### src/rtl/yuv422_to_yuv444_stream.sv
// 4:2:2 {Y,C} beat stream to 4:4:4 pixel stream with line-start realignment and orphan handling.
// Optional build macro YUV444_RANGE_CLAMP_EN clamps outputs to nominal video range.
module yuv422_to_yuv444_stream #(
    parameter int DATA_W       = 8,
    parameter int CB_FIRST     = 1,
    parameter int ORPHAN_FLUSH = 1
) (
    input  logic                  iCLK,
    input  logic                  iRST_N,
    input  logic [2*DATA_W-1:0]   iYCbCr,
    input  logic                  iDVAL,
    input  logic                  iSOL,
    output logic [DATA_W-1:0]     oY,
    output logic [DATA_W-1:0]     oCb,
    output logic [DATA_W-1:0]     oCr,
    output logic                  oDVAL,
    output logic                  oSOL,
    output logic                  oORPHAN
);

    localparam logic [DATA_W-1:0] CHROMA_MID = {1'b1, {(DATA_W-1){1'b0}}};

`ifdef YUV444_RANGE_CLAMP_EN
    localparam logic [DATA_W-1:0] RANGE_LO = DATA_W'(16 << (DATA_W-8));
    localparam logic [DATA_W-1:0] Y_HI     = DATA_W'(235 << (DATA_W-8));
    localparam logic [DATA_W-1:0] C_HI     = DATA_W'(240 << (DATA_W-8));

    function automatic logic [DATA_W-1:0] clampRange(input logic [DATA_W-1:0] v,
                                                     input logic [DATA_W-1:0] lo,
                                                     input logic [DATA_W-1:0] hi);
        if (v < lo) return lo;
        if (v > hi) return hi;
        return v;
    endfunction
`endif

    function automatic logic [DATA_W-1:0] lumaOut(input logic [DATA_W-1:0] v);
`ifdef YUV444_RANGE_CLAMP_EN
        return clampRange(v, RANGE_LO, Y_HI);
`else
        return v;
`endif
    endfunction

    function automatic logic [DATA_W-1:0] chromaOut(input logic [DATA_W-1:0] v);
`ifdef YUV444_RANGE_CLAMP_EN
        return clampRange(v, RANGE_LO, C_HI);
`else
        return v;
`endif
    endfunction

    typedef enum logic {EVEN = 1'b0, ODD = 1'b1} phase_t;

    phase_t phase, phaseNext;
    logic   acceptEven, acceptOdd, orphanEvt;

    logic [DATA_W-1:0] beatY, beatC;
    assign beatY = iYCbCr[2*DATA_W-1:DATA_W];
    assign beatC = iYCbCr[DATA_W-1:0];

    logic [DATA_W-1:0] evenY_p0, evenC_p0;
    logic              evenSol_p0;

    logic [DATA_W-1:0] pairY0_p1, pairY1_p1, pairCb_p1, pairCr_p1;
    logic              pairSol_p1, vldPair_p1, vldFlush_p1, orphan_p1;
    logic              vldSecond_p2;

    always_ff @(posedge iCLK) begin
        if (!iRST_N) phase <= EVEN;
        else         phase <= phaseNext;
    end

    // A line-start beat seen in ODD abandons the pending even beat and restarts the pair.
    always_comb begin
        phaseNext  = phase;
        acceptEven = 1'b0;
        acceptOdd  = 1'b0;
        orphanEvt  = 1'b0;
        if (iDVAL) begin
            case (phase)
                EVEN: begin
                    acceptEven = 1'b1;
                    phaseNext  = ODD;
                end
                ODD: begin
                    if (iSOL) begin
                        orphanEvt  = 1'b1;
                        acceptEven = 1'b1;
                        phaseNext  = ODD;
                    end else begin
                        acceptOdd = 1'b1;
                        phaseNext = EVEN;
                    end
                end
                default: phaseNext = EVEN;
            endcase
        end
    end

    // Stage p0: hold the even beat of the pair being assembled
    always_ff @(posedge iCLK) begin
        if (!iRST_N) begin
            evenY_p0   <= '0;
            evenC_p0   <= '0;
            evenSol_p0 <= 1'b0;
        end else if (acceptEven) begin
            evenY_p0   <= beatY;
            evenC_p0   <= beatC;
            evenSol_p0 <= iSOL;
        end
    end

    // Stage p1: completed pair (or orphan flush pixel) ready for emission
    always_ff @(posedge iCLK) begin
        if (!iRST_N) begin
            pairY0_p1   <= '0;
            pairY1_p1   <= '0;
            pairCb_p1   <= '0;
            pairCr_p1   <= '0;
            pairSol_p1  <= 1'b0;
            vldPair_p1  <= 1'b0;
            vldFlush_p1 <= 1'b0;
            orphan_p1   <= 1'b0;
        end else begin
            vldPair_p1  <= acceptOdd;
            vldFlush_p1 <= orphanEvt && (ORPHAN_FLUSH != 0);
            orphan_p1   <= orphanEvt;
            if (acceptOdd) begin
                pairY0_p1  <= evenY_p0;
                pairY1_p1  <= beatY;
                pairCb_p1  <= (CB_FIRST != 0) ? evenC_p0 : beatC;
                pairCr_p1  <= (CB_FIRST != 0) ? beatC : evenC_p0;
                pairSol_p1 <= evenSol_p0;
            end else if (orphanEvt && (ORPHAN_FLUSH != 0)) begin
                pairY0_p1  <= evenY_p0;
                pairCb_p1  <= (CB_FIRST != 0) ? evenC_p0 : CHROMA_MID;
                pairCr_p1  <= (CB_FIRST != 0) ? CHROMA_MID : evenC_p0;
                pairSol_p1 <= evenSol_p0;
            end
        end
    end

    // Stage p2: odd pixel slot, always one cycle behind the even pixel
    always_ff @(posedge iCLK) begin
        if (!iRST_N) vldSecond_p2 <= 1'b0;
        else         vldSecond_p2 <= vldPair_p1;
    end

    // Output register: the three emission sources never coincide
    always_ff @(posedge iCLK) begin
        if (!iRST_N) begin
            oY      <= '0;
            oCb     <= '0;
            oCr     <= '0;
            oDVAL   <= 1'b0;
            oSOL    <= 1'b0;
            oORPHAN <= 1'b0;
        end else begin
            oORPHAN <= orphan_p1;
            if (vldPair_p1 || vldFlush_p1) begin
                oY    <= lumaOut(pairY0_p1);
                oCb   <= chromaOut(pairCb_p1);
                oCr   <= chromaOut(pairCr_p1);
                oDVAL <= 1'b1;
                oSOL  <= pairSol_p1;
            end else if (vldSecond_p2) begin
                oY    <= lumaOut(pairY1_p1);
                oCb   <= chromaOut(pairCb_p1);
                oCr   <= chromaOut(pairCr_p1);
                oDVAL <= 1'b1;
                oSOL  <= 1'b0;
            end else begin
                oDVAL <= 1'b0;
                oSOL  <= 1'b0;
            end
        end
    end

endmodule

### config.mk
export PLATFORM = sky130hd
export DESIGN_NAME = yuv422_to_yuv444_stream
export DESIGN_NICKNAME = d
export VERILOG_FILES = /design/src/rtl/yuv422_to_yuv444_stream.sv
export SDC_FILE = /design/constraint.sdc
export NUM_CORES = 1
export LEC_CHECK = 0
export ABC_CLOCK_PERIOD_IN_PS = 2000
export BUFFER_PORTS_ARGS = -buffer_cell sky130_fd_sc_hd__clkbuf_2
export CAP_MARGIN = 15
export CORE_MARGIN = 1
export CORE_UTILIZATION = 53
export DETAILED_ROUTE_END_ITERATION = 16
export PLACE_DENSITY = 0.83
export SYNTH_ARGS = -nofsm -noshare
export SYNTH_HDL_FRONTEND = slang
export SYNTH_SLANG_ARGS = --single-unit
### constraint.sdc
create_clock -name iCLK -period 2 [get_ports iCLK]
set_clock_uncertainty 0.15 [all_clocks]
set_input_delay 0.3 -clock iCLK [delete_from_list [all_inputs] [get_ports iCLK]]
set_output_delay 0.3 -clock iCLK [all_outputs]
set_load 0.005 [all_outputs]
==> results.cfg <==
[clock_network]
clk_pin_slew_ns = 0.08
cts_hold_buffers = 0
cts_setup_buffers = 0
numCtsBuffers = 9
clk_latency_ns = 0.35
cts.sinks = 81
cts_tree = yes
cts_buffer_depth = 2
htreeDepth = 3
ctsResizeCount = 0
root_buffer = clkbuf_8

[logic_synthesis]
synthTopCellsByArea = dfxtp_1, nand2_1, mux2i_1
ys_types = 26
synth_warnings = 0
synthFlopType = dfxtp_1
seq_area_frac_synth = 0.533
synth_edf_count = 0
ys_ff_latch = 81
syn_inst = 317
netlist_top_cells_count = nand2_1, dfxtp_1, a21oi_1
synth.largest_area_cell = dfxtp_1
synth.most_common_cell = nand2_1
synth_top_cell_area_share = 0.533
syn_nets = 337
synth_area_mm2 = 0.00304
synthArstFlopShare = 0
synth.avg_cell_area_um2 = 9.59

[sta]
setup_violations = 0
hold_ws_ns = 0.0261
drv_slew = 0
fin_crit_sh = 0.797
slew_headroom = 0.602
post-route-min-period_ns = 1.59
fmax_mhz = 628
tightest_slew_ns = 0.596
finalHoldViolations = 0
rsz0062_at_grt = no
setup-tns-final_ns = 0

[placement]
port_buffers = 46
place_hpwl_um = 4000
gp_congestion = 0.764

[detailed_routing]
viasPerCell = 5.20
drc = 0
ant_nets = 0
routedWlPerCell_um = 13.5
wl_um = 5880
drt_pass1_iterations = 5
initialDrtViolationCount = 135
vias = 2264

[worst_setup_path]
path_cells = and4_1 > a22o_1
path_max_fanout = 16
crit_arrival_ns = 1.74
crit_slowest_cell = and4_1
critPathRequiredTime_ns = 2.15
end_kind = flop
start_kind = flop
worst-path-buf-inv = 0
max_stage_delay_ns = 0.64
crit_type = flop to flop
cpLargestDelayFamily = simple AND/OR/NAND/NOR gates

[global_route]
top_usage_layer = met2
grt_max_degree = 65
grtUsageTotal = 0.215
grt_pass1_vias = 2120
grt_use_met1 = 0.261
antenna_found_initial = 0
grt_use_met3 = 0.0459
grt_pass1_wl_um = 9760
grt_remaining_overflow = 0
use_met2 = 0.340

[layout]
area_growth_pct = 15.1
n_fill_cell = 455
drive_gt1_frac = 0.262
n_antenna_cell = 0
nNetsFinal = 378

[die]
dieArea_mm2 = 0.00604
coreArea_mm2 = 0.00551
io_pins = 47
start_util = 0.552
rows = 27
die_h_um = 77.7
die_x_um = 77.7

[pwr]
vdd_drop_max_mv = 0.624
p_leak_nw = 1.41
cellPowerDensity_mw_per_mm2 = 954

[status]
status = complete, no violations

[job]
max_cap_viol_count = 0

[hold_path]
hp-class = input pin to flop
[cell usage in the layout, fill, tap and decap left out]
master       n
a21oi_1     26
a21oi_4      1
a22o_1      15
a31oi_2      1
and2_1       4
and4_1       1
buf_12       1
buf_4        8
bufinv_16    3
clkbuf_1     1
clkbuf_2    46
clkbuf_8    10
clkinv_2     1
clkinvlp_4   1
dfxtp_1     81
inv_1        2
inv_2        1
mux2i_1     24
nand2_1     86
nand3_1     11
nand3_2      5
nor2_1       3
nor2_2       1
nor3_1       3
o21a_1       1
o21ai_0      9
o21ai_2     16
or3_1        1
[metal layers]
layer,wire [um],vias up
met5,0,-
met4,77,0
met3,224,9
met2,2970,46
met1,2610,1058
li1,-,1151
[cell families after synthesis]
| group | share of synthesized area |
|---|---|
| AND/OR/NAND/NOR | 0.165 |
| flip-flops | 0.533 |
| AO/OA/AOI/OAI | 0.159 |
| buffers and inverters | 0.0642 |
| multiplexers | 0.0790 |
[power by group]
part / internal, mW / switching [mW] / leakage [nW]
Clock: 0.861 / 0.572 / 0.120
Combinational: 0.0821 / 0.132 / 0.636
Sequential: 1.66 / 0.0297 / 0.658
Total: 2.61 / 0.734 / 1.41
[metrics by stage]
stage	power, mW	setup slack (ns)	util	cell area, um2	std cells
floorplan	1.89	0.598	-	3040	317
global placement	1.94	0.364	0.591	3260	419
detailed placement	1.94	0.302	0.591	3260	419
CTS	3.36	0.407	0.636	3500	435
global route	3.47	0.294	0.636	3500	435
finish	3.34	0.406	0.636	3500	435
[registers in the layout, summed over array words and instances, names as in the netlist, 8 cells and up]
name and cells:
evenC_p0 8, evenY_p0 8, oCb 8, oCr 8
oY 8, pairCb_p1 8, pairCr_p1 8, pairY0_p1 8
pairY1_p1 8
[layout make-up]
cell class,count,area [um2],share of cell area
multi-input cells,208,1220,0.350
repair buffers,55,310,0.0886
inverters,3,11.3,0.00322
clock inverters,5,103,0.0293
clock buffers,11,141,0.0404
flip-flops and latches,81,1620,0.463
well taps,72,90.1,0.0257
[final timing paths]
kind	from	to	slack, ns	depth (start not counted)
min	iYCbCr[13]	pairY1_p1[5]	0.03	2
max	phase	pairCr_p1[4]	0.41	2
max reg2reg	phase	pairCr_p1[4]	0.41	2
min reg2reg	evenC_p0[4]	pairCb_p1[4]	0.30	2
(Power assumes the default switching activity.)
